<file path="src/rtl/yd_wb_arb.sv">
// -----------------------------------------------------------------------------
// yd_wb_arb : write-back arbiter for the 16-entry register file.
//
// Shares the register file's two write ports between three requesters
// (0 = ALU, 1 = load/store, 2 = multiply/divide). Each cycle at most two
// writes to distinct addresses are issued, chosen by a rotating priority
// pointer with an anti-starvation override. Writes to address 0 (ZE) are
// accepted immediately and discarded without consuming a port.
//
// Ports:
//   clk, rst          clock, asynchronous active-high reset
//   hold              pipeline stall, blocks every grant
//   req_valid[2:0]    per-requester write request
//   req_addr          requester i at [i*AW +: AW]
//   req_data          requester i at [i*DW +: DW]
//   req_ready[2:0]    combinational accept (transfer = valid & ready)
//   we0/waddr0/din0   registered write port 0
//   we1/waddr1/din1   registered write port 1
//   jpc               registered: an issued write targets the PC (all ones)
//   starved[2:0]      registered: requester's wait counter is at MAXWAIT
// -----------------------------------------------------------------------------
module yd_wb_arb #(
  parameter int DW      = 16,
  parameter int AW      = 4,
  parameter int MAXWAIT = 4
) (
  input  logic            clk,
  input  logic            rst,
  input  logic            hold,
  input  logic [2:0]      req_valid,
  input  logic [3*AW-1:0] req_addr,
  input  logic [3*DW-1:0] req_data,
  output logic [2:0]      req_ready,
  output logic            we0,
  output logic [AW-1:0]   waddr0,
  output logic [DW-1:0]   din0,
  output logic            we1,
  output logic [AW-1:0]   waddr1,
  output logic [DW-1:0]   din1,
  output logic            jpc,
  output logic [2:0]      starved
);

  localparam logic [3:0]    MAXW    = 4'(MAXWAIT);
  localparam logic [AW-1:0] PC_ADDR = {AW{1'b1}};

  function automatic logic [1:0] inc3(input logic [1:0] x);
    return (x == 2'd2) ? 2'd0 : x + 2'd1;
  endfunction

  logic [1:0]    ptr_q, ptr_d;
  logic [2:0]    starved_q, starved_d;
  logic [3:0]    wait_q [3];
  logic [3:0]    wait_d [3];
  logic [AW-1:0] addr_a [3];
  logic [DW-1:0] data_a [3];

  logic          we0_q, we1_q, jpc_q;
  logic [AW-1:0] waddr0_q, waddr1_q;
  logic [DW-1:0] din0_q, din1_q;

  genvar gi;
  generate
    for (gi = 0; gi < 3; gi++) begin : g_unpack
      assign addr_a[gi] = req_addr[gi*AW +: AW];
      assign data_a[gi] = req_data[gi*DW +: DW];
    end
  endgenerate

  // Candidate order: starved requesters first (ascending index), then the
  // remaining ones in rotation order starting at ptr.
  logic [1:0] order [3];
  logic [1:0] ord_k, rot_r;

  always_comb begin
    ord_k = 2'd0;
    rot_r = ptr_q;
    for (int i = 0; i < 3; i++) order[i] = 2'd0;
    for (int i = 0; i < 3; i++) begin
      if (starved_q[i]) begin
        order[ord_k] = 2'(i);
        ord_k        = ord_k + 2'd1;
      end
    end
    for (int j = 0; j < 3; j++) begin
      if (!starved_q[rot_r]) begin
        order[ord_k] = rot_r;
        ord_k        = ord_k + 2'd1;
      end
      rot_r = inc3(rot_r);
    end
  end

  // Port assignment walks the candidate order once.
  logic          p0_v, p1_v;
  logic [1:0]    p0_idx, p1_idx, cand;
  logic [AW-1:0] p0_addr, p1_addr;
  logic [DW-1:0] p0_data, p1_data;

  always_comb begin
    req_ready = 3'b000;
    p0_v      = 1'b0;
    p1_v      = 1'b0;
    p0_idx    = 2'd0;
    p1_idx    = 2'd0;
    p0_addr   = '0;
    p1_addr   = '0;
    p0_data   = '0;
    p1_data   = '0;
    cand      = 2'd0;
    for (int j = 0; j < 3; j++) begin
      cand = order[j];
      if (!hold && req_valid[cand]) begin
        if (addr_a[cand] == '0) begin
          // ZE writes are swallowed without using a port.
          req_ready[cand] = 1'b1;
        end else if (!p0_v) begin
          p0_v            = 1'b1;
          p0_idx          = cand;
          p0_addr         = addr_a[cand];
          p0_data         = data_a[cand];
          req_ready[cand] = 1'b1;
        end else if (!p1_v && (addr_a[cand] != p0_addr)) begin
          p1_v            = 1'b1;
          p1_idx          = cand;
          p1_addr         = addr_a[cand];
          p1_data         = data_a[cand];
          req_ready[cand] = 1'b1;
        end
      end
    end
  end

  // Pointer moves past the last non-ZE grantee; hold leaves p0_v low.
  always_comb begin
    ptr_d = ptr_q;
    if (p1_v)      ptr_d = inc3(p1_idx);
    else if (p0_v) ptr_d = inc3(p0_idx);
  end

  generate
    for (gi = 0; gi < 3; gi++) begin : g_wait
      always_comb begin
        wait_d[gi] = 4'd0;
        if (hold) begin
          wait_d[gi] = wait_q[gi];
        end else if (req_valid[gi] && !req_ready[gi] && (addr_a[gi] != '0)) begin
          wait_d[gi] = (wait_q[gi] >= MAXW) ? MAXW : wait_q[gi] + 4'd1;
        end
      end
      assign starved_d[gi] = (wait_d[gi] == MAXW);

      always_ff @(posedge clk or posedge rst) begin
        if (rst) begin
          wait_q[gi]    <= 4'd0;
          starved_q[gi] <= 1'b0;
        end else begin
          wait_q[gi]    <= wait_d[gi];
          starved_q[gi] <= starved_d[gi];
        end
      end
    end
  endgenerate

  always_ff @(posedge clk or posedge rst) begin
    if (rst) begin
      ptr_q    <= 2'd0;
      we0_q    <= 1'b0;
      we1_q    <= 1'b0;
      jpc_q    <= 1'b0;
      waddr0_q <= '0;
      waddr1_q <= '0;
      din0_q   <= '0;
      din1_q   <= '0;
    end else begin
      ptr_q <= ptr_d;
      we0_q <= p0_v;
      we1_q <= p1_v;
      jpc_q <= (p0_v && (p0_addr == PC_ADDR)) || (p1_v && (p1_addr == PC_ADDR));
      // An idle port keeps its last address/data.
      if (p0_v) begin
        waddr0_q <= p0_addr;
        din0_q   <= p0_data;
      end
      if (p1_v) begin
        waddr1_q <= p1_addr;
        din1_q   <= p1_data;
      end
    end
  end

  assign we0     = we0_q;
  assign waddr0  = waddr0_q;
  assign din0    = din0_q;
  assign we1     = we1_q;
  assign waddr1  = waddr1_q;
  assign din1    = din1_q;
  assign jpc     = jpc_q;
  assign starved = starved_q;

endmodule

</file>
<file path="config.mk">
export PLATFORM = sky130hd
export DESIGN_NAME = yd_wb_arb
export DESIGN_NICKNAME = d
export VERILOG_FILES = /design/src/rtl/yd_wb_arb.sv
export SDC_FILE = /design/constraint.sdc
export NUM_CORES = 1
export LEC_CHECK = 0
export ABC_AREA = 1
export CORE_MARGIN = 4
export CORE_UTILIZATION = 57
export DETAILED_ROUTE_END_ITERATION = 8
export PLACE_DENSITY = 0.94
export SLEW_MARGIN = 0
export SYNTH_ARGS = -nofsm -noshare
export SYNTH_HDL_FRONTEND = slang
export SYNTH_SLANG_ARGS = --single-unit
</file>
<file path="constraint.sdc">
create_clock -name clk -period 7.1 [get_ports clk]
set_input_delay 0.71 -clock clk [delete_from_list [all_inputs] [get_ports clk]]
set_output_delay 0.71 -clock clk [all_outputs]
set_load 0.01 [all_outputs]
</file>
==> results.toml <==
[finish]
nFillCells = 741
fin_nets = 980
area_growth_pct = 25.8
fin_cells = 1035
drive_gt1_share_pct = 11.4
antennaDiodeCount = 0

[detailed_routing]
ant_nets = 0
wire_per_inst_um = 17.5
wl_um = 18200
vias_per_cell = 6.21
drc = 0
drt_iter0_drc = 774
first_pass_iters = 6
via_count = 6431

[synthesis]
synth_ff_type = "dfrtp_1"
syn_area_mm2 = 0.00544
async_flop_share_pct = 100
synth_edf_count = 0
synthCells = 802
synth_seq_area_share_pct = 27.6
synth_cell_type_count = 47
syn-mean-instance-area_um2 = 6.78
yosys-top-cells-area = "dfrtp_1 28%, nand2_1 14%, inv_1 6.6%, nor2_1 5.1%, nand3_1 4.8%"
synth_top_cell_area_share_pct = 27.6
yosys_register_bits = 60
yosysTopAreaCell = "dfrtp_1"
syn-num-nets = 881
ys_warn_count = 0

[global_route]
antenna_found_initial = 0
grt_max_degree = 61
overflow = 0
track_usage_pct = 32.0
grt_pass1_vias = 6113
grt_pass1_wl_um = 29400

[critical_path]
cpPeakStageDelay_ns = 0.47
worst_ep_required_time_ns = 6.39
crit_path_top_delay_cell = "clkdlybuf4s50_1"
cp.arrival_ns = 5.78
endpoint_kind = "primary output"
cpMostUsedCell = "nand2_1"
critPathMaxFanout = 25
ff2ff_path_depth = 29
crit_type = "reg2out"
start_kind = "register"
rrSetupSlack_ns = 1.72

[clock_network]
cts_made_buffers = 9
clkLatencyLatePin_ns = 0.37
cts.sinks = 60
cts_setup_buffers = 0
ctsHoldBuffers = 0
cts_tree = "done"
clkSlewWorstSetupHoldPaths_ns = 0.09
cts-root-buf = "clkbuf_8"
htree_levels = 3
ctsLongestPathBuffers = 2

[place]
dp_cells = 1019
io_buffers = 114
gp_congestion = 0.977
hpwl_um = 13000
pre_cts_slack_ns = 0.938

[floorplan]
fp.dieH_um = 106
die_w_um = 106
initial_core_util_pct = 58.6
rows = 35
dieArea_mm2 = 0.0112
io-pin-count = 115
coreArea_mm2 = 0.00928

[timing]
hold_viol = 0
period_needed_ns = 6.49
fin_setup_tns_ns = 0
fmax_ghz = 0.154
maxSlewHeadroom_pct = 48.0
slew_viol_final = 0
fin_ws_ns = 0.614
setup_viol = 0
tightestPinTransition_ns = 0.780
clock_skew_ns = 0.00967
post-route-period-util_pct = 91.4
rsz0062_at_grt = "false"

[worst_hold_path]
hold_class = "reg2reg"
hold_path_depth = 1

[run_status]
status = "finished clean"

[flow_run]
cap_viol_max_count = 0
cell usage in the layout (no fill, tap or decap), types with 6 or more instances in the layout:
| master | netlist | final |
|---|---|---|
| nand3_1 | 52 | 52 |
| nand4_1 | 13 | 13 |
| nand3_2 | 9 | 9 |
| nand2_2 | 21 | 20 |
| dfrtp_1 | 60 | 60 |
| nor2_1 | 74 | 74 |
| o22ai_1 | 17 | 17 |
| a221oi_1 | 13 | 13 |
| clkdlybuf4s50_1 | 0 | 114 |
| o21ai_0 | 40 | 40 |
| o21ai_1 | 8 | 8 |
| buf_4 | 2 | 6 |
| inv_2 | 13 | 14 |
| inv_1 | 96 | 95 |
| o211ai_1 | 13 | 13 |
| clkbuf_8 | 0 | 10 |
| a21oi_1 | 37 | 37 |
| o211ai_2 | 10 | 10 |
| nand2_1 | 200 | 200 |
| o221ai_1 | 22 | 22 |
| ha_1 | 13 | 13 |
| nor2_2 | 8 | 8 |
repair_timing:
item                                    in CTS  in global routing
gates resized for setup                      0                  1
hold endpoints to repair                     0                  0
endpoints found under the setup margin       0                  3
sequential cells by signal (all words and copies together), names as in the netlist:
signal   flops
starved      3
jpc          1
ptr_q        2
we0          1
din1        16
we1          1
waddr0       4
din0        16
wait_q      12
waddr1       4
worst max-delay path, delay by kind of cell, from the launching register on:
| kind | cells | cell delay, ns |
|---|---|---|
| compound gates | 3 | 0.76 |
| simple gates | 17 | 2.27 |
| flops | 1 | 0.44 |
| buf+inv | 5 | 0.77 |
| xor+xnor | 1 | 0.25 |
| fa+ha+maj | 3 | 0.90 |
worst paths after layout:
path,to,start
setup reg to reg,ptr_q[0]$_DFFE_PP0P_,starved[0]$_DFF_PP0_
max in group asynchronous,ptr_q[1]$_DFFE_PP0P_,rst
min in group asynchronous,din0[13]$_DFFE_PP0P_,rst
hold reg to reg,waddr1[1]$_DFFE_PP0P_,waddr1[1]$_DFFE_PP0P_
setup / recovery,req_ready[1],starved[0]$_DFF_PP0_
hold / removal,waddr1[1]$_DFFE_PP0P_,waddr1[1]$_DFFE_PP0P_
through the flow:
stage / hold slack (ns) / cell area (um2) / utilization [%]
2_1_floorplan: 0.456 / 5440 / -
3_3_place_gp: 0.459 / 6600 / 71.1
3_5_place_dp: 0.465 / 6600 / 71.1
4_1_cts: 0.484 / 6840 / 73.6
5_1_grt: 0.520 / 6840 / 73.7
6_report: 0.484 / 6840 / 73.7
final cells by class:
| class | count | area (um2) | area share [%] |
|---|---|---|---|
| sequential | 60 | 1500 | 21.9 |
| tap | 129 | 161 | 2.36 |
| clock buffer | 10 | 138 | 2.01 |
| timing repair buffer | 120 | 1190 | 17.3 |
| multi-input combinational | 599 | 3340 | 48.8 |
| inverter | 111 | 419 | 6.13 |
| clock inverter | 6 | 95.1 | 1.39 |
synth_stat cells (all sizes together), types with 2 or more instances:
master / instances
nand2: 223
clkbuf: 17
nand4: 13
nand3: 63
o2111ai: 3
ha: 13
o21a: 4
a22oi: 5
nor2: 88
inv: 110
a41oi: 2
o22ai: 17
o221ai: 22
xor2: 4
o211ai: 23
buf: 15
a221oi: 13
a211o: 4
a21o: 3
o21ai: 49
dfrtp: 60
a21oi: 41
nor3: 3
logic make-up (layout without fill, tap and decap cells):
group	after synthesis	in the layout	share of synthesized area (%)
compound gates	189	189	24.2
buf+inv	143	247	11.0
xor+xnor	5	5	0.944
fa+ha+maj	13	13	2.99
flops	60	60	27.6
simple gates	392	392	33.2
metal layers:
metal / part of all wire, % / GRT usage [%]
met2: 45 / 49.5
met4: 4.6 / 15.5
met3: 12 / 7.41
met1: 38 / 42.3
met5: 0 / 0
Power is left out: the tool's default activity adds up to more than one toggle a clock period on the data nets, which glitch-free logic cannot reach.
